### config.mk
export PLATFORM = sky130hd
export DESIGN_NAME = stream_frame_deframer_flat
export DESIGN_NICKNAME = d
export VERILOG_FILES = /design/src/rtl/stream_frame_deframer_pkg.sv /design/src/rtl/stream_frame_deframer_if.sv /design/src/rtl/stream_frame_deframer_axis_out_reg.sv /design/src/rtl/stream_frame_deframer.sv /design/src/flat_wrapper.sv
export SDC_FILE = /design/constraint.sdc
export NUM_CORES = 1
export LEC_CHECK = 0
export BUFFER_PORTS_ARGS = -buffer_cell sky130_fd_sc_hd__buf_2
export CAP_MARGIN = 20
export CORE_MARGIN = 2
export CORE_UTILIZATION = 51
export DETAILED_ROUTE_END_ITERATION = 10
export GPL_TIMING_DRIVEN = 0
export PLACE_DENSITY_LB_ADDON = 0.1
export SLEW_MARGIN = 20
export SYNTH_ARGS = -nofsm -noshare
export SYNTH_HDL_FRONTEND = slang
export SYNTH_SLANG_ARGS = --single-unit
### constraint.sdc
create_clock -name clk -period 2.4 [get_ports clk]
set_input_delay 0.24 -clock clk [delete_from_list [all_inputs] [get_ports clk]]
set_output_delay 0.24 -clock clk [all_outputs]
set_load 0.01 [all_outputs]
### src/rtl/stream_frame_deframer_pkg.sv
// Shared definitions for the stream frame deframer.
// - state_t   : parser state encoding (header / payload / footer / drop)
// - beat_num  : number of stream beats needed to carry a field of a given width
// - cnt_w     : index counter width for a field of n beats (minimum 1 bit)
package stream_frame_deframer_pkg;

    typedef enum logic [1:0] {
        ST_HEADER  = 2'd0,
        ST_PAYLOAD = 2'd1,
        ST_FOOTER  = 2'd2,
        ST_DROP    = 2'd3
    } state_t;

    // Defaults for an 8-bit stream with a 16-bit length and a 72-bit timestamp.
    localparam int FRAME_LENGTH_BEAT_NUM_DEFAULT = 2;
    localparam int TIMESTAMP_BEAT_NUM_DEFAULT    = 9;

    function automatic int beat_num(input int field_width, input int data_width);
        return field_width / data_width;
    endfunction

    function automatic int cnt_w(input int n);
        return (n <= 2) ? 1 : $clog2(n);
    endfunction

endpackage

### src/rtl/stream_frame_deframer_if.sv
// AXI-Stream style handshake bundle used for both the input and output side
// of the deframer.
// - master : drives tdata/tvalid/tlast, samples tready
// - slave  : samples tdata/tvalid/tlast, drives tready
interface stream_frame_deframer_if #(
    parameter int DATA_WIDTH = 8
);
    logic [DATA_WIDTH-1:0] tdata;
    logic                  tvalid;
    logic                  tready;
    logic                  tlast;

    modport master (output tdata, output tvalid, output tlast, input tready);
    modport slave  (input tdata, input tvalid, input tlast, output tready);
endinterface

### src/rtl/stream_frame_deframer_axis_out_reg.sv
// One-entry AXI-Stream output register.
// Ports:
//   clk, rstn            : clock, asynchronous active-low reset
//   in_tdata/in_tlast    : beat to be registered
//   in_tvalid/in_tready  : upstream handshake; in_tready = register empty or draining
//   m                    : registered stream towards the consumer
// The register holds data/last stable while m.tready is low. Reset clears the
// valid flag asynchronously so a partially delivered beat disappears at once.
module axis_out_reg #(
    parameter int DATA_WIDTH = 8
) (
    input  logic                  clk,
    input  logic                  rstn,
    input  logic [DATA_WIDTH-1:0] in_tdata,
    input  logic                  in_tvalid,
    input  logic                  in_tlast,
    output logic                  in_tready,
    stream_frame_deframer_if.master m
);
    logic [DATA_WIDTH-1:0] data_q;
    logic                  valid_q;
    logic                  last_q;

    assign in_tready = !valid_q || m.tready;

    always_ff @(posedge clk or negedge rstn) begin
        if (!rstn) begin
            valid_q <= 1'b0;
            data_q  <= '0;
            last_q  <= 1'b0;
        end else if (in_tready) begin
            valid_q <= in_tvalid;
            if (in_tvalid) begin
                data_q <= in_tdata;
                last_q <= in_tlast;
            end
        end
    end

    assign m.tdata  = data_q;
    assign m.tvalid = valid_q;
    assign m.tlast  = last_q;

endmodule

### src/rtl/stream_frame_deframer.sv
// Stream frame deframer: strips an optional LSB-first length header and an
// optional LSB-first timestamp footer from each frame, forwards the payload
// with a regenerated tlast, exports the timestamp and reports framing errors.
// Ports:
//   clk, rstn        : clock, asynchronous active-low reset
//   s_axis           : input stream (header + payload + footer)
//   m_axis           : payload stream, registered (1 cycle latency)
//   m_ts/m_ts_valid  : captured footer timestamp, valid pulse on update
//   m_frame_length   : header value of the current/last frame (beat count
//                      of the current frame when there is no header)
//   err_short/err_long/err_length : one-cycle error pulses
//   frames_ok/frames_err          : saturating frame counters
module stream_frame_deframer
    import stream_frame_deframer_pkg::*;
#(
    parameter int DATA_WIDTH                 = 8,
    parameter bit ENABLE_FRAME_LENGTH_HEADER = 1'b1,
    parameter bit ENABLE_TIMESTAMP_FOOTER    = 1'b1,
    parameter int FRAME_LENGTH_WIDTH         = 16,
    parameter int TIMESTAMP_WIDTH            = 72,
    parameter int MAX_FRAME_BEATS            = 1600
) (
    input  logic                          clk,
    input  logic                          rstn,
    stream_frame_deframer_if.slave        s_axis,
    stream_frame_deframer_if.master       m_axis,
    output logic [TIMESTAMP_WIDTH-1:0]    m_ts,
    output logic                          m_ts_valid,
    output logic [FRAME_LENGTH_WIDTH-1:0] m_frame_length,
    output logic                          err_short,
    output logic                          err_long,
    output logic                          err_length,
    output logic [31:0]                   frames_ok,
    output logic [31:0]                   frames_err
);

    localparam int FRAME_LENGTH_BEAT_NUM = beat_num(FRAME_LENGTH_WIDTH, DATA_WIDTH);
    localparam int TIMESTAMP_BEAT_NUM    = beat_num(TIMESTAMP_WIDTH, DATA_WIDTH);
    localparam int MAX_FIELD_BEATS       = (FRAME_LENGTH_BEAT_NUM > TIMESTAMP_BEAT_NUM) ?
                                           FRAME_LENGTH_BEAT_NUM : TIMESTAMP_BEAT_NUM;
    localparam int IDX_W                 = cnt_w(MAX_FIELD_BEATS);
    localparam logic [FRAME_LENGTH_WIDTH:0] MAX_LEN = (FRAME_LENGTH_WIDTH+1)'(MAX_FRAME_BEATS);
    localparam state_t RESET_STATE = ENABLE_FRAME_LENGTH_HEADER ? ST_HEADER : ST_PAYLOAD;

    // Illegal configurations stop elaboration.
    generate
        if (ENABLE_TIMESTAMP_FOOTER && !ENABLE_FRAME_LENGTH_HEADER) begin : g_bad_footer
            $fatal(1, "timestamp footer requires the frame length header");
        end
        if ((FRAME_LENGTH_WIDTH % DATA_WIDTH) != 0) begin : g_bad_len_w
            $fatal(1, "FRAME_LENGTH_WIDTH must be a multiple of DATA_WIDTH");
        end
        if ((TIMESTAMP_WIDTH % DATA_WIDTH) != 0) begin : g_bad_ts_w
            $fatal(1, "TIMESTAMP_WIDTH must be a multiple of DATA_WIDTH");
        end
    endgenerate

    state_t state_q, state_d;

    logic [IDX_W-1:0]              idx_q;       // header / footer beat index
    logic [FRAME_LENGTH_WIDTH-1:0] pay_cnt_q;   // payload beat index
    logic [FRAME_LENGTH_WIDTH-1:0] len_sh_q;    // header shift register
    logic [FRAME_LENGTH_WIDTH-1:0] len_q;       // validated frame length
    logic [TIMESTAMP_WIDTH-1:0]    ts_sh_q;     // footer shift register

    logic s_tready, s_fire;
    logic out_ready, out_valid, out_last;
    logic ev_short, ev_long, ev_length, ev_ok;

    logic [FRAME_LENGTH_WIDTH-1:0] len_shift;
    logic [TIMESTAMP_WIDTH-1:0]    ts_shift;
    logic hdr_last, ftr_last, len_bad, pay_final, pay_early_end;

    // Header/footer beats never wait on the output; payload beats do.
    assign s_tready      = (state_q == ST_PAYLOAD) ? out_ready : 1'b1;
    assign s_axis.tready = s_tready;
    assign s_fire        = s_axis.tvalid && s_tready;

    // New beats enter at the top so the first (least significant) beat ends
    // up at the bottom once the field is complete.
    assign len_shift = (len_sh_q >> DATA_WIDTH) |
                       (FRAME_LENGTH_WIDTH'(s_axis.tdata) << (FRAME_LENGTH_WIDTH - DATA_WIDTH));
    assign ts_shift  = (ts_sh_q >> DATA_WIDTH) |
                       (TIMESTAMP_WIDTH'(s_axis.tdata) << (TIMESTAMP_WIDTH - DATA_WIDTH));

    assign hdr_last  = (idx_q == IDX_W'(FRAME_LENGTH_BEAT_NUM - 1));
    assign ftr_last  = (idx_q == IDX_W'(TIMESTAMP_BEAT_NUM - 1));
    assign len_bad   = (len_shift == '0) || ({1'b0, len_shift} > MAX_LEN);
    assign pay_final = ENABLE_FRAME_LENGTH_HEADER &&
                       (pay_cnt_q == len_q - FRAME_LENGTH_WIDTH'(1));
    // With a footer, any payload tlast is premature (the footer is missing).
    assign pay_early_end = s_axis.tlast && (ENABLE_TIMESTAMP_FOOTER || !pay_final);

    // ---------------- state register ----------------
    always_ff @(posedge clk or negedge rstn) begin
        if (!rstn) state_q <= RESET_STATE;
        else       state_q <= state_d;
    end

    // ---------------- next state ----------------
    always_comb begin
        state_d = state_q;
        case (state_q)
            ST_HEADER: begin
                if (s_fire && !s_axis.tlast && hdr_last)
                    state_d = len_bad ? ST_DROP : ST_PAYLOAD;
            end
            ST_PAYLOAD: begin
                if (s_fire && ENABLE_FRAME_LENGTH_HEADER) begin
                    if (pay_early_end)                state_d = ST_HEADER;
                    else if (pay_final) begin
                        if (ENABLE_TIMESTAMP_FOOTER)  state_d = ST_FOOTER;
                        else if (s_axis.tlast)        state_d = ST_HEADER;
                        else                          state_d = ST_DROP;
                    end
                end
            end
            ST_FOOTER: begin
                if (s_fire) begin
                    if (ftr_last)          state_d = s_axis.tlast ? ST_HEADER : ST_DROP;
                    else if (s_axis.tlast) state_d = ST_HEADER;
                end
            end
            default: begin
                if (s_fire && s_axis.tlast) state_d = ST_HEADER;
            end
        endcase
    end

    // ---------------- outputs / events ----------------
    always_comb begin
        out_valid = 1'b0;
        out_last  = 1'b0;
        ev_short  = 1'b0;
        ev_long   = 1'b0;
        ev_length = 1'b0;
        ev_ok     = 1'b0;
        case (state_q)
            ST_HEADER: begin
                if (s_fire && s_axis.tlast)             ev_short  = 1'b1;
                else if (s_fire && hdr_last && len_bad) ev_length = 1'b1;
            end
            ST_PAYLOAD: begin
                out_valid = s_axis.tvalid;
                out_last  = s_axis.tlast || pay_final;
                if (s_fire) begin
                    if (!ENABLE_FRAME_LENGTH_HEADER) ev_ok = s_axis.tlast;
                    else if (pay_early_end)          ev_short = 1'b1;
                    else if (pay_final && !ENABLE_TIMESTAMP_FOOTER) begin
                        ev_ok   = s_axis.tlast;
                        ev_long = !s_axis.tlast;
                    end
                end
            end
            ST_FOOTER: begin
                if (s_fire) begin
                    if (ftr_last) begin
                        ev_ok   = s_axis.tlast;
                        ev_long = !s_axis.tlast;
                    end else if (s_axis.tlast) begin
                        ev_short = 1'b1;
                    end
                end
            end
            default: ;
        endcase
    end

    // ---------------- datapath ----------------
    always_ff @(posedge clk or negedge rstn) begin
        if (!rstn) begin
            idx_q          <= '0;
            pay_cnt_q      <= '0;
            len_sh_q       <= '0;
            len_q          <= '0;
            ts_sh_q        <= '0;
            m_ts           <= '0;
            m_ts_valid     <= 1'b0;
            m_frame_length <= '0;
            err_short      <= 1'b0;
            err_long       <= 1'b0;
            err_length     <= 1'b0;
            frames_ok      <= '0;
            frames_err     <= '0;
        end else begin
            m_ts_valid <= 1'b0;
            err_short  <= ev_short;
            err_long   <= ev_long;
            err_length <= ev_length;
            if (ev_ok && (frames_ok != '1))
                frames_ok <= frames_ok + 32'd1;
            // The FSM leaves the frame on every error, so one event per frame.
            if ((ev_short || ev_long || ev_length) && (frames_err != '1))
                frames_err <= frames_err + 32'd1;

            if (s_fire) begin
                case (state_q)
                    ST_HEADER: begin
                        len_sh_q <= len_shift;
                        if (s_axis.tlast || hdr_last) idx_q <= '0;
                        else                          idx_q <= idx_q + IDX_W'(1);
                        if (!s_axis.tlast && hdr_last) begin
                            len_q          <= len_shift;
                            m_frame_length <= len_shift;
                            pay_cnt_q      <= '0;
                        end
                    end
                    ST_PAYLOAD: begin
                        if (ENABLE_FRAME_LENGTH_HEADER) begin
                            pay_cnt_q <= pay_cnt_q + FRAME_LENGTH_WIDTH'(1);
                        end else begin
                            m_frame_length <= pay_cnt_q + FRAME_LENGTH_WIDTH'(1);
                            pay_cnt_q <= s_axis.tlast ? '0 : pay_cnt_q + FRAME_LENGTH_WIDTH'(1);
                        end
                    end
                    ST_FOOTER: begin
                        ts_sh_q <= ts_shift;
                        if (s_axis.tlast || ftr_last) idx_q <= '0;
                        else                          idx_q <= idx_q + IDX_W'(1);
                        if (ftr_last && s_axis.tlast) begin
                            m_ts       <= ts_shift;
                            m_ts_valid <= 1'b1;
                        end
                    end
                    default: ;
                endcase
            end
        end
    end

    axis_out_reg #(.DATA_WIDTH(DATA_WIDTH)) u_out_reg (
        .clk       (clk),
        .rstn      (rstn),
        .in_tdata  (s_axis.tdata),
        .in_tvalid (out_valid),
        .in_tlast  (out_last),
        .in_tready (out_ready),
        .m         (m_axis)
    );

endmodule

### src/flat_wrapper.sv
// flat-port wrapper written by rule: the top's interface ports become plain ports
module stream_frame_deframer_flat import stream_frame_deframer_pkg::*;
#(
    parameter int DATA_WIDTH                 = 8,
    parameter bit ENABLE_FRAME_LENGTH_HEADER = 1'b1,
    parameter bit ENABLE_TIMESTAMP_FOOTER    = 1'b1,
    parameter int FRAME_LENGTH_WIDTH         = 16,
    parameter int TIMESTAMP_WIDTH            = 72,
    parameter int MAX_FRAME_BEATS            = 1600
)
  (clk, rstn, m_ts, m_ts_valid, m_frame_length, err_short, err_long, err_length, frames_ok, frames_err, s_axis_tdata, s_axis_tvalid, s_axis_tlast, s_axis_tready, m_axis_tdata, m_axis_tvalid, m_axis_tlast, m_axis_tready);
  stream_frame_deframer_if #(.DATA_WIDTH(DATA_WIDTH)) s_axis_i ();
  stream_frame_deframer_if #(.DATA_WIDTH(DATA_WIDTH)) m_axis_i ();
  input  logic clk;
  input  logic rstn;
  output logic [TIMESTAMP_WIDTH-1:0] m_ts;
  output logic m_ts_valid;
  output logic [FRAME_LENGTH_WIDTH-1:0] m_frame_length;
  output logic err_short;
  output logic err_long;
  output logic err_length;
  output logic [31:0] frames_ok;
  output logic [31:0] frames_err;
  input wire logic [$bits(s_axis_i.tdata)-1:0] s_axis_tdata;
  input wire logic [$bits(s_axis_i.tvalid)-1:0] s_axis_tvalid;
  input wire logic [$bits(s_axis_i.tlast)-1:0] s_axis_tlast;
  output wire logic [$bits(s_axis_i.tready)-1:0] s_axis_tready;
  output wire logic [$bits(m_axis_i.tdata)-1:0] m_axis_tdata;
  output wire logic [$bits(m_axis_i.tvalid)-1:0] m_axis_tvalid;
  output wire logic [$bits(m_axis_i.tlast)-1:0] m_axis_tlast;
  input wire logic [$bits(m_axis_i.tready)-1:0] m_axis_tready;
  assign s_axis_i.tdata = s_axis_tdata;
  assign s_axis_i.tvalid = s_axis_tvalid;
  assign s_axis_i.tlast = s_axis_tlast;
  assign s_axis_tready = s_axis_i.tready;
  assign m_axis_tdata = m_axis_i.tdata;
  assign m_axis_tvalid = m_axis_i.tvalid;
  assign m_axis_tlast = m_axis_i.tlast;
  assign m_axis_i.tready = m_axis_tready;
  stream_frame_deframer #(.DATA_WIDTH(DATA_WIDTH), .ENABLE_FRAME_LENGTH_HEADER(ENABLE_FRAME_LENGTH_HEADER), .ENABLE_TIMESTAMP_FOOTER(ENABLE_TIMESTAMP_FOOTER), .FRAME_LENGTH_WIDTH(FRAME_LENGTH_WIDTH), .TIMESTAMP_WIDTH(TIMESTAMP_WIDTH), .MAX_FRAME_BEATS(MAX_FRAME_BEATS)) u_core (.clk(clk), .rstn(rstn), .s_axis(s_axis_i), .m_axis(m_axis_i), .m_ts(m_ts), .m_ts_valid(m_ts_valid), .m_frame_length(m_frame_length), .err_short(err_short), .err_long(err_long), .err_length(err_length), .frames_ok(frames_ok), .frames_err(frames_err));
endmodule
==> After elaboration in Yosys (flattened, before gate mapping) <==
Cells that the tools add are included.
W data, S select, Z words.
{ "classes": {"mux": 37, "n_reduce_logical": 32, "eq_ne": 13, "magnitude_cmp": 1, "bitwise": 2, "addsub": 5} }
{ "op_table": {"columns": ["op", "n"], "rows": [
  ["$or A64 B72 Y72", 1],
  ["$add A32 B1 Y32 const B", 2],
  ["$ne A32 B32 Y1 const B", 2],
  ["$pmux W16 S2", 1],
  ["$mux W1", 20],
  ["$mux W2", 10],
  ["$add A16 B1 Y16 const B", 1],
  ["$eq A16 B16 Y1", 1],
  ["$gt A16 B11 Y1 const B", 1],
  ["$logic_not A16 Y1", 1],
  ["$mux W16", 1],
  ["$or A8 B16 Y16", 1],
  ["$sub A16 B1 Y16 const B", 1],
  ["$logic_and A1 B1 Y1", 10],
  ["$reduce_and A3 Y1", 3],
  ["$mux W4", 2],
  ["$ne A2 B1 Y1 const B", 4],
  ["$pmux W4 S2", 1],
  ["$reduce_and A2 Y1", 4],
  ["$logic_or A1 B1 Y1", 7],
  ["$ne A3 B2 Y1 const B", 2],
  ["$pmux W2 S3", 1],
  ["$reduce_and A6 Y1", 1],
  ["$add A4 B1 Y4 const B", 1],
  ["9 further kinds", 11]
]} }
{ "word_totals": {"in_bits": 13, "out_inout_bits": 167, "register_bits": 276, "wordCells": 106} }

==> Logic depth before layout (Yosys ltp) <==
Gate-level depths: netlist of run 1.
{ "depth": {"word_depth": 11, "ltp_mapped": 11, "depth_no_buf": 9} }

==> Modules after synthesis <==
From an unflattened synthesis of run 1, not the netlist that was laid out.
{ "hier_totals": {"cells_unflattened": 1037, "area_unflattened_um2": 11432.2} }
{ "by_module_without_submodules": {"columns": ["mod", "seq_area_each_um2", "cells_per_inst", "n_inst", "area_each_um2"], "rows": [
  ["stream_frame_deframer", 6256.0, 1015, 1, 11006.8],
  ["axis_out_reg", 250.2, 22, 1, 425.4]
]} }

==> Worst setup path after synthesis of run 1 <==
No wires, ideal clock.
{ "synth_timing": {"path_type": "register to register", "start": "register u_core.state_q[1]", "end": "register u_core.frames_ok[28]", "n_path_buf": 1, "stages_incl_launch_ff": 11, "setup_slack_ns": -0.240, "setup_time_ns": 0.079, "required_time_ns": 2.321, "arrival_ns": 2.561, "period_less_slack_ns": 2.640, "cell_sequence": "dfrtp_1 > inv_1 > ha_1 > nand3b_1 > and2_1 > nand3_1 > or4_4 > buf_6 > or4_4 > nor2_2 > xor2_1"} }
{ "synth_between": {"elab_chain_len": 6, "word_cells_on_any_way": 7, "classes_between": "eq/ne (2); mux (3); reduce/logical (2)"} }
{ "synth_lines": {"columns": ["element", "line_no", "source"], "rows": [
  ["start: declaration", "stream_frame_deframer.sv:58", "state_t state_q, state_d;"],
  ["start signal: assignment", "stream_frame_deframer.sv:97", "else state_q <= state_d;"],
  ["$eq A2 B1 Y1", "stream_frame_deframer.sv:75", "assign s_tready = (state_q == ST_PAYLOAD) ? out_ready : 1'b1;"],
  ["$mux W1", "stream_frame_deframer.sv:75", null],
  ["net s_axis_tready", "flat_wrapper.sv:27", "output wire logic [$bits(s_axis_i.tready)-1:0] s_axis_tready;"],
  ["$logic_and A1 B1 Y1", "stream_frame_deframer.sv:77", "assign s_fire = s_axis.tvalid && s_tready;"],
  ["$mux W1", "stream_frame_deframer.sv:156", "if (s_fire) begin"],
  ["$mux W1", "stream_frame_deframer.sv:138", "case (state_q)"],
  ["$logic_and A1 B1 Y1", "stream_frame_deframer.sv:190", "if (ev_ok && (frames_ok != '1))"],
  ["end signal: assignment", "stream_frame_deframer.sv:191", "frames_ok <= frames_ok + 32'd1;"],
  ["end: declaration", "stream_frame_deframer.sv:33", "output logic [31:0] frames_ok,"]
]} }
The timed path passes the listed nets, and every way through them passes these cells.
A chain may end at the register's enable or synchronous reset.

==> Worst setup path after layout of run 1 <==
{ "layout_timing": {"start": "register u_core.len_q[1]", "end": "register u_core.state_q[0]"} }
{ "layout_between": {"elab_chain_len": 4} }
{ "layout_lines": {"columns": ["element", "line_no", "source"], "rows": [
  ["start: declaration", "stream_frame_deframer.sv:63", "logic [FRAME_LENGTH_WIDTH-1:0] len_q;"],
  ["start signal: assignment", "stream_frame_deframer.sv:203", "len_q <= len_shift;"],
  ["$sub A16 B1 Y16", "stream_frame_deframer.sv:90", "(pay_cnt_q == len_q - FRAME_LENGTH_WIDTH'(1));"],
  ["$eq A16 B16 Y1", "stream_frame_deframer.sv:90", null],
  ["$ne A3 B2 Y1 (no source line)", null, null],
  ["$reduce_and A6 Y1 (no source line)", null, null]
]} }
Every way passes these cells.

==> report_table.html, run 1 <==
<table>
<tr><th>Metric</th><th>Value</th></tr>
<tr><th colspan="2">Status</th></tr>
<tr><td>Status</td><td>finished with violations</td></tr>
<tr><td>Failing checks</td><td>setup timing</td></tr>
<tr><th colspan="2">Floorplan</th></tr>
<tr><td>Chip width</td><td>153 um</td></tr>
<tr><td>Die footprint</td><td>23,500 um^2</td></tr>
<tr><td>Core area</td><td>21,800 um^2</td></tr>
<tr><td>Initial core utilization</td><td>52.1%</td></tr>
<tr><td>Placement Rows</td><td>54</td></tr>
<tr><td>Vertical extent of the die</td><td>153 um</td></tr>
<tr><td>Number of placed I/O pins</td><td>180</td></tr>
<tr><th colspan="2">Placement</th></tr>
<tr><td>Total placed cells including tap cells</td><td>1,503</td></tr>
<tr><td>Final HPWL from detailed placement</td><td>18,100 um</td></tr>
<tr><td>Routability congestion estimate from global placement</td><td>0.845</td></tr>
<tr><td>Port Buf Inserts</td><td>178</td></tr>
<tr><th colspan="2">Drt</th></tr>
<tr><td>Drt first-iter violations</td><td>386</td></tr>
<tr><td>Total DRC errors in the routed layout</td><td>0</td></tr>
<tr><td>Final Routed Wirelength</td><td>27,100 um</td></tr>
<tr><td>Highest metal layer used by the detailed router</td><td>met4</td></tr>
<tr><td>Total vias in the final route</td><td>8,587</td></tr>
<tr><td>Detailed-route wire length per cell</td><td>17.0 um</td></tr>
<tr><td>Met2 wire len</td><td>12,600 um</td></tr>
<tr><td>Routed met3 length</td><td>1580 um</td></tr>
<tr><td>ANT nets after route</td><td>0</td></tr>
<tr><td>Router iterations before antenna repair</td><td>4</td></tr>
<tr><td>Metal1 wirelength</td><td>12,300 um</td></tr>
<tr><td>Via/cell ratio</td><td>5.40</td></tr>
<tr><th colspan="2">Global route</th></tr>
<tr><td>Global router's overall resource usage</td><td>22.7%</td></tr>
<tr><td>Global route overflow</td><td>0</td></tr>
<tr><td>Largest net degree at the start of global routing</td><td>98</td></tr>
<tr><td>Number of antenna violations at the first check in global routing</td><td>0</td></tr>
<tr><td>First-pass GRT wire length</td><td>44,200 um</td></tr>
<tr><td>Via count of the first global-routing pass</td><td>8,514</td></tr>
<tr><th colspan="2">STA</th></tr>
<tr><td>Clk_skew</td><td>0.0100 ns</td></tr>
<tr><td>Worst setup slack after layout</td><td>-0.255 ns</td></tr>
<tr><td>Max-slew violation count</td><td>0</td></tr>
<tr><td>Unrepaired setup endpoints after global routing</td><td>yes</td></tr>
<tr><td>Worst slew margin</td><td>58.4%</td></tr>
<tr><td>Final critical-path required period</td><td>2.66 ns</td></tr>
<tr><td>Worst hold slack across all endpoints</td><td>0.0171 ns</td></tr>
<tr><td>Pin slew with the least headroom to its limit</td><td>0.624 ns</td></tr>
<tr><td>Max Clock Freq</td><td>377 MHz</td></tr>
<tr><td>Hold Violations, Final</td><td>0</td></tr>
<tr><td># setup viols final</td><td>4</td></tr>
<tr><td>Fraction of the cycle the final worst path needs</td><td>111%</td></tr>
<tr><th colspan="2">Logic synthesis</th></tr>
<tr><td>Post-Synthesis Cell Area</td><td>11,400 um^2</td></tr>
<tr><td>Fraction of the yosys area taken by sequential cells</td><td>57.2%</td></tr>
<tr><td>Compound-gate portion of the synthesized area</td><td>4.03%</td></tr>
<tr><td>Mux cell area share after synthesis</td><td>9.86%</td></tr>
<tr><td>Cells after Synth</td><td>1,043</td></tr>
<tr><td>Post-synth cell types</td><td>60</td></tr>
<tr><td>Post-Synthesis Mean Instance Area</td><td>10.9 um^2</td></tr>
<tr><td>Most frequently used flop master after synthesis</td><td>sky130_fd_sc_hd__dfrtp_1</td></tr>
<tr><td>Dominant combinational cell family by area after synthesis</td><td>simple AND/OR/NAND/NOR gates</td></tr>
<tr><td>Adder-cell share of the synthesized area</td><td>1.21%</td></tr>
<tr><td>Number of synthesized flops with an enable pin</td><td>0</td></tr>
<tr><td>Number of nets produced by synthesis</td><td>1,067</td></tr>
<tr><td>Synth warnings</td><td>0</td></tr>
<tr><td>FF+latch count, synth</td><td>260</td></tr>
<tr><td>Simple-Gate Fraction of Synth Area</td><td>18.9%</td></tr>
<tr><td>Fraction of synthesized cell area in xor and xnor cells</td><td>6.63%</td></tr>
<tr><td>Async set-or-reset flop fraction in the synthesized netlist</td><td>100%</td></tr>
<tr><th colspan="2">Power and ir drop</th></tr>
<tr><td>Power density normalized to cell area</td><td>1010 nW/um^2</td></tr>
<tr><td>Worst voltage drop across the vdd grid</td><td>0.782 mV</td></tr>
<tr><td>Overall power consumption</td><td>14.4 mW</td></tr>
<tr><td>Clock group share of total power</td><td>30.6%</td></tr>
<tr><td>Static power due to leakage</td><td>7.33 nW</td></tr>
<tr><td>Switching power</td><td>4.45 mW</td></tr>
<tr><td>Sequential share of power</td><td>43.8%</td></tr>
<tr><td>Sw Share</td><td>30.9%</td></tr>
<tr><td>Cell internal power dissipation</td><td>9.94 mW</td></tr>
<tr><td>Combinational share of power</td><td>25.6%</td></tr>
<tr><th colspan="2">Worst setup path</th></tr>
<tr><td>Origin of the worst setup path</td><td>u_core.len_q[1]</td></tr>
<tr><td>Levels on crit path</td><td>10</td></tr>
<tr><td>Register-to-register path setup slack</td><td>-0.26 ns</td></tr>
<tr><td>CP endpoint kind</td><td>flop</td></tr>
<tr><td>Cell chain of the critical path</td><td>inv_2, ha_4, or4b_4, a21boi_0, a221oi_2, nor3_2, a2111oi_4, buf_4, nand2b_4, a41o_1</td></tr>
<tr><td>Worst R2R Path Depth</td><td>10</td></tr>
<tr><td>Worst flop-to-flop path startpoint</td><td>u_core.len_q[1]</td></tr>
<tr><td>Data arrival time at the worst-slack endpoint</td><td>3.06 ns</td></tr>
<tr><td>Critical Path Max Stage Delay</td><td>0.50 ns</td></tr>
<tr><td>Critical Path RT</td><td>2.80 ns</td></tr>
<tr><td>Critical path endpoint</td><td>u_core.state_q[0]</td></tr>
<tr><td>Worst path top cell family by delay</td><td>simple AND/OR/NAND/NOR gates</td></tr>
<tr><td>Worst setup SP type</td><td>flop</td></tr>
<tr><td>R2r endpoint</td><td>u_core.state_q[0]</td></tr>
<tr><td>Type of the worst setup path</td><td>reg2reg</td></tr>
<tr><td>Maximum fanout count along the critical path</td><td>4</td></tr>
<tr><td>CP Buf/Inv Count</td><td>2</td></tr>
<tr><td>Worst path slowest cell</td><td>sky130_fd_sc_hd__or4b_4</td></tr>
<tr><th colspan="2">CTS</th></tr>
<tr><td>Clock-pin slew on the worst setup and hold paths</td><td>0.06 ns</td></tr>
<tr><td>Clock tree root driver cell</td><td>sky130_fd_sc_hd__clkbuf_16</td></tr>
<tr><td>TritonCTS clock tree</td><td>built</td></tr>
<tr><td>Clk_lat worst skew</td><td>0.53 ns</td></tr>
<tr><td>Clock tree buffer depth</td><td>3</td></tr>
<tr><td>Num Clock Sinks</td><td>260</td></tr>
<tr><td>H-tree depth</td><td>1</td></tr>
<tr><td>TritonCTS buffer count</td><td>28</td></tr>
<tr><th colspan="2">Layout</th></tr>
<tr><td>Fraction of layout instances using a drive strength above 1</td><td>33.5%</td></tr>
<tr><td>Number of nets in the layout</td><td>1,312</td></tr>
<tr><td>Synthesis-to-layout area growth</td><td>25.7%</td></tr>
<tr><td>Antenna diode count</td><td>0</td></tr>
<tr><td>Final non-filler cell total</td><td>1,589</td></tr>
<tr><td>Filler cell count</td><td>1,782</td></tr>
<tr><td>Post-layout utilization of the core</td><td>65.5%</td></tr>
<tr><th colspan="2">Flow run</th></tr>
<tr><td>Total of max-cap violations</td><td>0</td></tr>
<tr><th colspan="2">Min path</th></tr>
<tr><td>Worst min path class</td><td>in2reg</td></tr>
</table>
-- how the worst min path moves through the flow --
stage                     slack, ns           endpoint  depth (start not counted)              start
after CTS                     0.004    u_core.m_ts[68]                          3    s_axis_tdata[4]
after global placement         0.45     u_core.m_ts[1]                          2  u_core.ts_sh_q[9]
after floorplan               -0.06  u_core.err_length                          0               rstn
after global routing           0.03    u_core.m_ts[66]                          3    s_axis_tdata[2]
final                          0.02    u_core.m_ts[68]                          3    s_axis_tdata[4]
after detailed placement       0.28    u_core.m_ts[31]                          1               rstn
-- kinds of logic (layout without fill, tap and decap cells) --
group / count (synthesis) / after routing
compound gates: 64 / 64
simple gates: 461 / 461
mux: 100 / 100
fa+ha+maj: 11 / 11
xor+xnor: 86 / 86
flops: 260 / 260
buf+inv: 61 / 327
-- sequential cells by signal, indices dropped and copies added (netlist names), 8 cells and up --
name                      count
u_core.frames_err            32
u_core.frames_ok             32
u_core.len_q                 16
u_core.len_sh_q               8
u_core.m_ts                  72
u_core.pay_cnt_q             16
u_core.ts_sh_q               64
u_core.u_out_reg.m.tdata      8
-- per-stage QoR --
stage                     TNS (ns)  instance area (um^2)  setup WS (ns)
after floorplan             -0.587                 11400         -0.132
after global placement    -1017.48                 12600          -4.16
after detailed placement    -65.53                 12700         -0.687
after CTS                   -0.568                 14100         -0.155
after global routing         -1.39                 14300         -0.403
final                       -0.574                 14300         -0.255
-- final cells by class --
class | count | area (um^2) | share of cell area, %
sequential | 260 | 6510 | 45.6
timing repair buffer | 217 | 1250 | 8.77
multi-input combinational | 722 | 4940 | 34.5
buffer | 38 | 201 | 1.41
tap | 280 | 350 | 2.45
inverter | 21 | 81.3 | 0.569
clock buffer | 40 | 827 | 5.79
clock inverter | 11 | 130 | 0.910
-- power by group through the flow --
stage | Clock [mW] | Sequential, mW | Combinational [mW]
2_1_floorplan | 0 | 6.14 | 2.17
3_3_place_gp | 0 | 6.30 | 3.05
3_5_place_dp | 0 | 6.32 | 3.14
4_1_cts | 4.51 | 6.27 | 3.49
5_1_grt | 4.68 | 6.43 | 4.04
6_report | 4.41 | 6.29 | 3.68
-- layout by cell type, fill, tap and decap left out, drive strengths merged, types with 4 or more instances in the layout --
master / n
a21oi: 8
and3: 17
nand4: 31
nor2b: 5
inv: 21
nor3: 26
dlygate4sd3: 4
mux2: 96
o21ai: 16
and2: 5
nand2b: 4
a31oi: 4
clkbuf: 72
clkinv: 8
a22o: 5
or4: 5
ha: 11
mux2i: 4
nor2: 37
nand2: 270
nor3b: 4
xor2: 39
buf: 219
nand3: 28
nor4: 12
xnor2: 47
dfrtp: 260
-- what timing repair did --
| action | in CTS | in global routing |
|---|---|---|
| hold buffers | 4 | 0 |
| resized for setup | 51 | 48 |
| setup buffers | 22 | 9 |
| gates cloned | 0 | 2 |
| pin swaps | 19 | 13 |
| hold endpoints to repair | 82 | 0 |
| setup endpoints to repair | 213 | 134 |
-- worst register-to-register path, delay by kind of cell, from the launching register on --
family | cells | cell delay (ns)
AND/OR/NAND/NOR | 3 | 0.90
adder cells (fa/ha/maj) | 1 | 0.15
AO/OA/AOI/OAI | 4 | 0.81
buffers and inverters | 2 | 0.26
flip-flops | 1 | 0.41
-- layer usage --
metal / global-route usage, % / vias to the layer above
met1: 32.4 / 4245
li1: - / 4065
met5: 0 / -
met2: 35.8 / 239
met3: 4.54 / 38
met4: 5.86 / 0
-- synth_stat cells (all sizes together), types with 3 or more instances --
| cell type | count | area share, % |
|---|---|---|
| nand2 | 270 | 8.9 |
| a31oi | 4 | 0.28 |
| nand4 | 31 | 2.0 |
| mux2i | 4 | 0.35 |
| mux2 | 96 | 9.5 |
| nor3b | 4 | 0.26 |
| nor3 | 26 | 1.2 |
| and4 | 3 | 0.23 |
| a41o | 3 | 0.26 |
| buf | 6 | 0.31 |
| inv | 21 | 0.69 |
| nor4 | 12 | 0.66 |
| and3 | 17 | 0.94 |
| ha | 11 | 1.2 |
| clkbuf | 34 | 1.1 |
| o21ai | 16 | 0.70 |
| nor2 | 37 | 1.4 |
| nand4b | 3 | 0.23 |
| nor2b | 5 | 0.28 |
| or3 | 3 | 0.17 |
| o31ai | 3 | 0.20 |
| nand3 | 28 | 1.2 |
| and2 | 5 | 0.28 |
| a21oi | 8 | 0.35 |
| nor4b | 3 | 0.23 |
| nand3b | 3 | 0.20 |
| nand2b | 4 | 0.22 |
| xor2 | 39 | 3.0 |
| dfrtp | 260 | 57 |
| xnor2 | 47 | 3.6 |
| or4 | 5 | 0.40 |
| a22o | 5 | 0.39 |
Note: power is estimated with default switching activity, not from simulation.
==> run 2, diff against run 1 <==
CORE_ASPECT_RATIO = 0.5   (was default)
==> report_table.html, run 2 (synthesized netlist as in run 1, its figures left out) <==
<table>
<tr><th>Metric</th><th>Value</th></tr>
<tr><th colspan="2">Status</th></tr>
<tr><td>Status</td><td>finished with violations</td></tr>
<tr><td>Failing checks</td><td>setup timing</td></tr>
<tr><th colspan="2">Layout</th></tr>
<tr><td>Synthesis-to-layout area growth</td><td>29.4%</td></tr>
<tr><td>Register area</td><td>6510 um^2 (unchanged)</td></tr>
<tr><td>Multi-input logic area</td><td>5110 um^2 (+3.6%)</td></tr>
<tr><td>Antenna diode count</td><td>0 (unchanged)</td></tr>
<tr><td>Number of nets in the layout</td><td>1,333 (+1.6%)</td></tr>
<tr><td>Max reg flops</td><td>72 (unchanged)</td></tr>
<tr><td>Top library cells by usage in the layout, fill and taps aside</td><td>269 x sky130_fd_sc_hd__nand2_1, 254 x sky130_fd_sc_hd__dfrtp_1, 175 x sky130_fd_sc_hd__buf_2</td></tr>
<tr><td>Most common library cell in the layout ignoring fill and taps</td><td>sky130_fd_sc_hd__nand2_1</td></tr>
<tr><td>Final non-filler cell total</td><td>1,627 (+2.4%)</td></tr>
<tr><td>Fraction of layout instances using a drive strength above 1</td><td>35.6% (+2.1 points)</td></tr>
<tr><td>Filler cell count</td><td>1,662 (-6.7%)</td></tr>
<tr><td>Largest reg by FF count</td><td>u_core.m_ts</td></tr>
<tr><td>Largest registers</td><td>u_core.m_ts x72, u_core.ts_sh_q x64</td></tr>
<tr><th colspan="2">Worst setup path</th></tr>
<tr><td>Cell chain of the critical path</td><td>or4b_4, xnor2_2, nor3b_2, nor3_2, a2111oi_4, o221ai_1, a41o_1</td></tr>
<tr><td>Origin of the worst setup path</td><td>u_core.len_q[3]</td></tr>
<tr><td>CP endpoint kind</td><td>flop</td></tr>
<tr><td>Worst path slowest cell</td><td>sky130_fd_sc_hd__or4b_4</td></tr>
<tr><td>Critical Path Max Stage Delay</td><td>0.62 ns (+0.12 ns)</td></tr>
<tr><td>CP Buf/Inv Count</td><td>0 (-2)</td></tr>
<tr><td>Maximum fanout count along the critical path</td><td>7 (+3)</td></tr>
<tr><td>Worst path top cell family by delay</td><td>simple AND/OR/NAND/NOR gates</td></tr>
<tr><td>Worst setup SP type</td><td>flop</td></tr>
<tr><td>Worst flop-to-flop path startpoint</td><td>u_core.len_q[3]</td></tr>
<tr><td>Data arrival time at the worst-slack endpoint</td><td>3.00 ns (-0.06 ns)</td></tr>
<tr><td>Type of the worst setup path</td><td>reg2reg</td></tr>
<tr><td>Critical Path RT</td><td>2.82 ns (+0.02 ns)</td></tr>
<tr><td>Register-to-register path setup slack</td><td>-0.18 ns (+0.08 ns)</td></tr>
<tr><th colspan="2">CTS</th></tr>
<tr><td>TritonCTS clock tree</td><td>built</td></tr>
<tr><td>Clk_lat worst skew</td><td>0.54 ns (about the same)</td></tr>
<tr><td>Clock tree root driver cell</td><td>sky130_fd_sc_hd__clkbuf_16</td></tr>
<tr><td>Clock tree buffer depth</td><td>3 (unchanged)</td></tr>
<tr><td>Num Clock Sinks</td><td>260 (unchanged)</td></tr>
<tr><td>Clock-pin slew on the worst setup and hold paths</td><td>0.06 ns (about the same)</td></tr>
<tr><td>H-tree depth</td><td>1 (unchanged)</td></tr>
<tr><td>TritonCTS buffer count</td><td>24 (-14%)</td></tr>
<tr><th colspan="2">Global route</th></tr>
<tr><td>Global route overflow</td><td>0 (unchanged)</td></tr>
<tr><td>Global router's overall resource usage</td><td>23.2% (+0.49 points)</td></tr>
<tr><td>First-pass GRT wire length</td><td>43,800 um (-0.98%)</td></tr>
<tr><td>Via count of the first global-routing pass</td><td>8,427 (-1.0%)</td></tr>
<tr><td>Largest net degree at the start of global routing</td><td>82 (-16%)</td></tr>
<tr><td>Number of antenna violations at the first check in global routing</td><td>0 (unchanged)</td></tr>
<tr><th colspan="2">STA</th></tr>
<tr><td>Final critical-path required period</td><td>2.58 ns (-0.0787 ns)</td></tr>
<tr><td>Hold Violations, Final</td><td>0 (unchanged)</td></tr>
<tr><td>Pin slew with the least headroom to its limit</td><td>0.658 ns (+0.0337 ns)</td></tr>
<tr><td>Setup TNS after final layout</td><td>-0.873 ns (-0.299 ns)</td></tr>
<tr><td>Max Clock Freq</td><td>388 MHz (+3.1%)</td></tr>
<tr><td>Fraction of the cycle the final worst path needs</td><td>107% (-3.3 points)</td></tr>
<tr><td># setup viols final</td><td>7 (+3)</td></tr>
<tr><td>Worst setup slack after layout</td><td>-0.176 ns (+0.0787 ns)</td></tr>
<tr><td>Worst slew margin</td><td>56.1% (-2.2 points)</td></tr>
<tr><td>Worst hold slack across all endpoints</td><td>0.0137 ns (-0.00340 ns)</td></tr>
<tr><td>Max-slew violation count</td><td>0 (unchanged)</td></tr>
<tr><td>Clk_skew</td><td>0.0148 ns (+0.00477 ns)</td></tr>
<tr><td>Unrepaired setup endpoints after global routing</td><td>yes</td></tr>
<tr><th colspan="2">Drt</th></tr>
<tr><td>ANT nets after route</td><td>0 (unchanged)</td></tr>
<tr><td>Total vias in the final route</td><td>8,690 (+1.2%)</td></tr>
<tr><td>Router iterations before antenna repair</td><td>6 (+2)</td></tr>
<tr><td>Total DRC errors in the routed layout</td><td>0 (unchanged)</td></tr>
<tr><td>Final Routed Wirelength</td><td>27,800 um (+2.5%)</td></tr>
<tr><td>Via/cell ratio</td><td>5.34 (-1.2%)</td></tr>
<tr><td>Detailed-route wire length per cell</td><td>17.1 um (+0.10%)</td></tr>
<tr><td>Drt first-iter violations</td><td>601 (+56%)</td></tr>
<tr><th colspan="2">Placement</th></tr>
<tr><td>Total placed cells including tap cells</td><td>1,524 (+1.4%)</td></tr>
<tr><td>Final HPWL from detailed placement</td><td>18,400 um (+1.8%)</td></tr>
<tr><td>Port Buf Inserts</td><td>178 (unchanged)</td></tr>
<tr><td>Routability congestion estimate from global placement</td><td>0.883 (+4.4%)</td></tr>
<tr><th colspan="2">Power and ir drop</th></tr>
<tr><td>Power density normalized to cell area</td><td>991 nW/um^2 (-1.5%)</td></tr>
<tr><td>Static power due to leakage</td><td>7.52 nW (+2.7%)</td></tr>
<tr><td>Worst voltage drop across the vdd grid</td><td>0.599 mV (-23%)</td></tr>
<tr><th colspan="2">Floorplan</th></tr>
<tr><td>Vertical extent of the die</td><td>110 um (-29%)</td></tr>
<tr><td>Core area</td><td>21,800 um^2 (-0.22%)</td></tr>
<tr><td>Initial core utilization</td><td>52.2% (+0.11 points)</td></tr>
<tr><td>Chip width</td><td>215 um (+40%)</td></tr>
<tr><td>Die footprint</td><td>23,600 um^2 (+0.31%)</td></tr>
<tr><td>Number of placed I/O pins</td><td>180 (unchanged)</td></tr>
<tr><td>Placement Rows</td><td>38 (-30%)</td></tr>
<tr><th colspan="2">Flow run</th></tr>
<tr><td>Total of max-cap violations</td><td>0 (unchanged)</td></tr>
<tr><th colspan="2">Min path</th></tr>
<tr><td>Worst min path class</td><td>in2reg</td></tr>
<tr><td>Worst Min Path Start</td><td>s_axis_tdata[1]</td></tr>
</table>
## run 2: changes by cell type in the layout (fill, tap and decap cells not counted), moves of 6 or more
| cell | delta |
|---|---|
| sky130_fd_sc_hd__nor3_2 | +6 |
| sky130_fd_sc_hd__buf_4 | +23 |
| sky130_fd_sc_hd__clkinv_2 | -6 |
| sky130_fd_sc_hd__nor3_1 | -8 |
## run 2: report_power, final
part	internal, mW	total [mW]	switching, mW
clock network	2.58	4.29	1.71
logic	2.12	3.98	1.86
registers	5.31	6.31	0.999
total	10.0	14.6	4.57
## run 2: per-stage QoR
stage | worst slack, ns | total power, mW | utilization (%) | instance area (um^2)
global route | -0.272 | 15.4 | 67.6 | 14700
floorplan | -0.132 | 8.30 | - | 11400
detailed placement | -0.641 | 9.46 | 58.6 | 12800
global placement | -3.91 | 9.32 | 58.2 | 12700
finish | -0.176 | 14.6 | 67.6 | 14700
CTS | -0.142 | 14.3 | 65.4 | 14200
## run 2: repair_timing
| item | CTS | global route |
|---|---|---|
| setup buffers | 36 | 17 |
| gates resized for setup | 62 | 91 |
| endpoints found under the setup margin | 213 | 147 |
| cloned | 0 | 2 |
| hold endpoints to repair | 221 | 0 |
| hold buffers | 8 | 0 |
| pin swaps | 22 | 28 |
## run 2: worst paths after layout
check                           cells past startpoint                end
worst min register to register                      2     u_core.m_ts[3]
worst min-delay path                                3    u_core.m_ts[65]
max in group asynchronous                           3    u_core.m_ts[64]
worst max-delay path                                7  u_core.state_q[0]
worst max register to register                      7  u_core.state_q[0]
min in group asynchronous                           2    u_core.m_ts[22]
## run 2: area by class of cell
cell class / instances / share of cell area [%]
multi-input combinational: 722 / 34.8
tap: 300 / 2.55
clock inverter: 8 / 1.05
inverter: 21 / 0.536
clock buffer: 36 / 5.07
sequential: 260 / 44.3
timing repair buffer: 242 / 10.2
buffer: 38 / 1.51
## run 2: worst register-to-register path: stages, from the launching register on
cell and delay [ns]:
sky130_fd_sc_hd__dfrtp_1 0.53, sky130_fd_sc_hd__or4b_4 0.63, sky130_fd_sc_hd__xnor2_2 0.16, sky130_fd_sc_hd__nor3b_2 0.19
sky130_fd_sc_hd__nor3_2 0.08, sky130_fd_sc_hd__a2111oi_4 0.45, sky130_fd_sc_hd__o221ai_1 0.20, sky130_fd_sc_hd__a41o_1 0.24
## run 2: metal layers
layer	track usage [%]	up-vias	share of wire, %
li1	-	4103	-
met1	32.3	4370	45
met2	38.2	179	48
met3	4.76	38	4.8
met4	4.83	0	1.5
met5	0	-	0
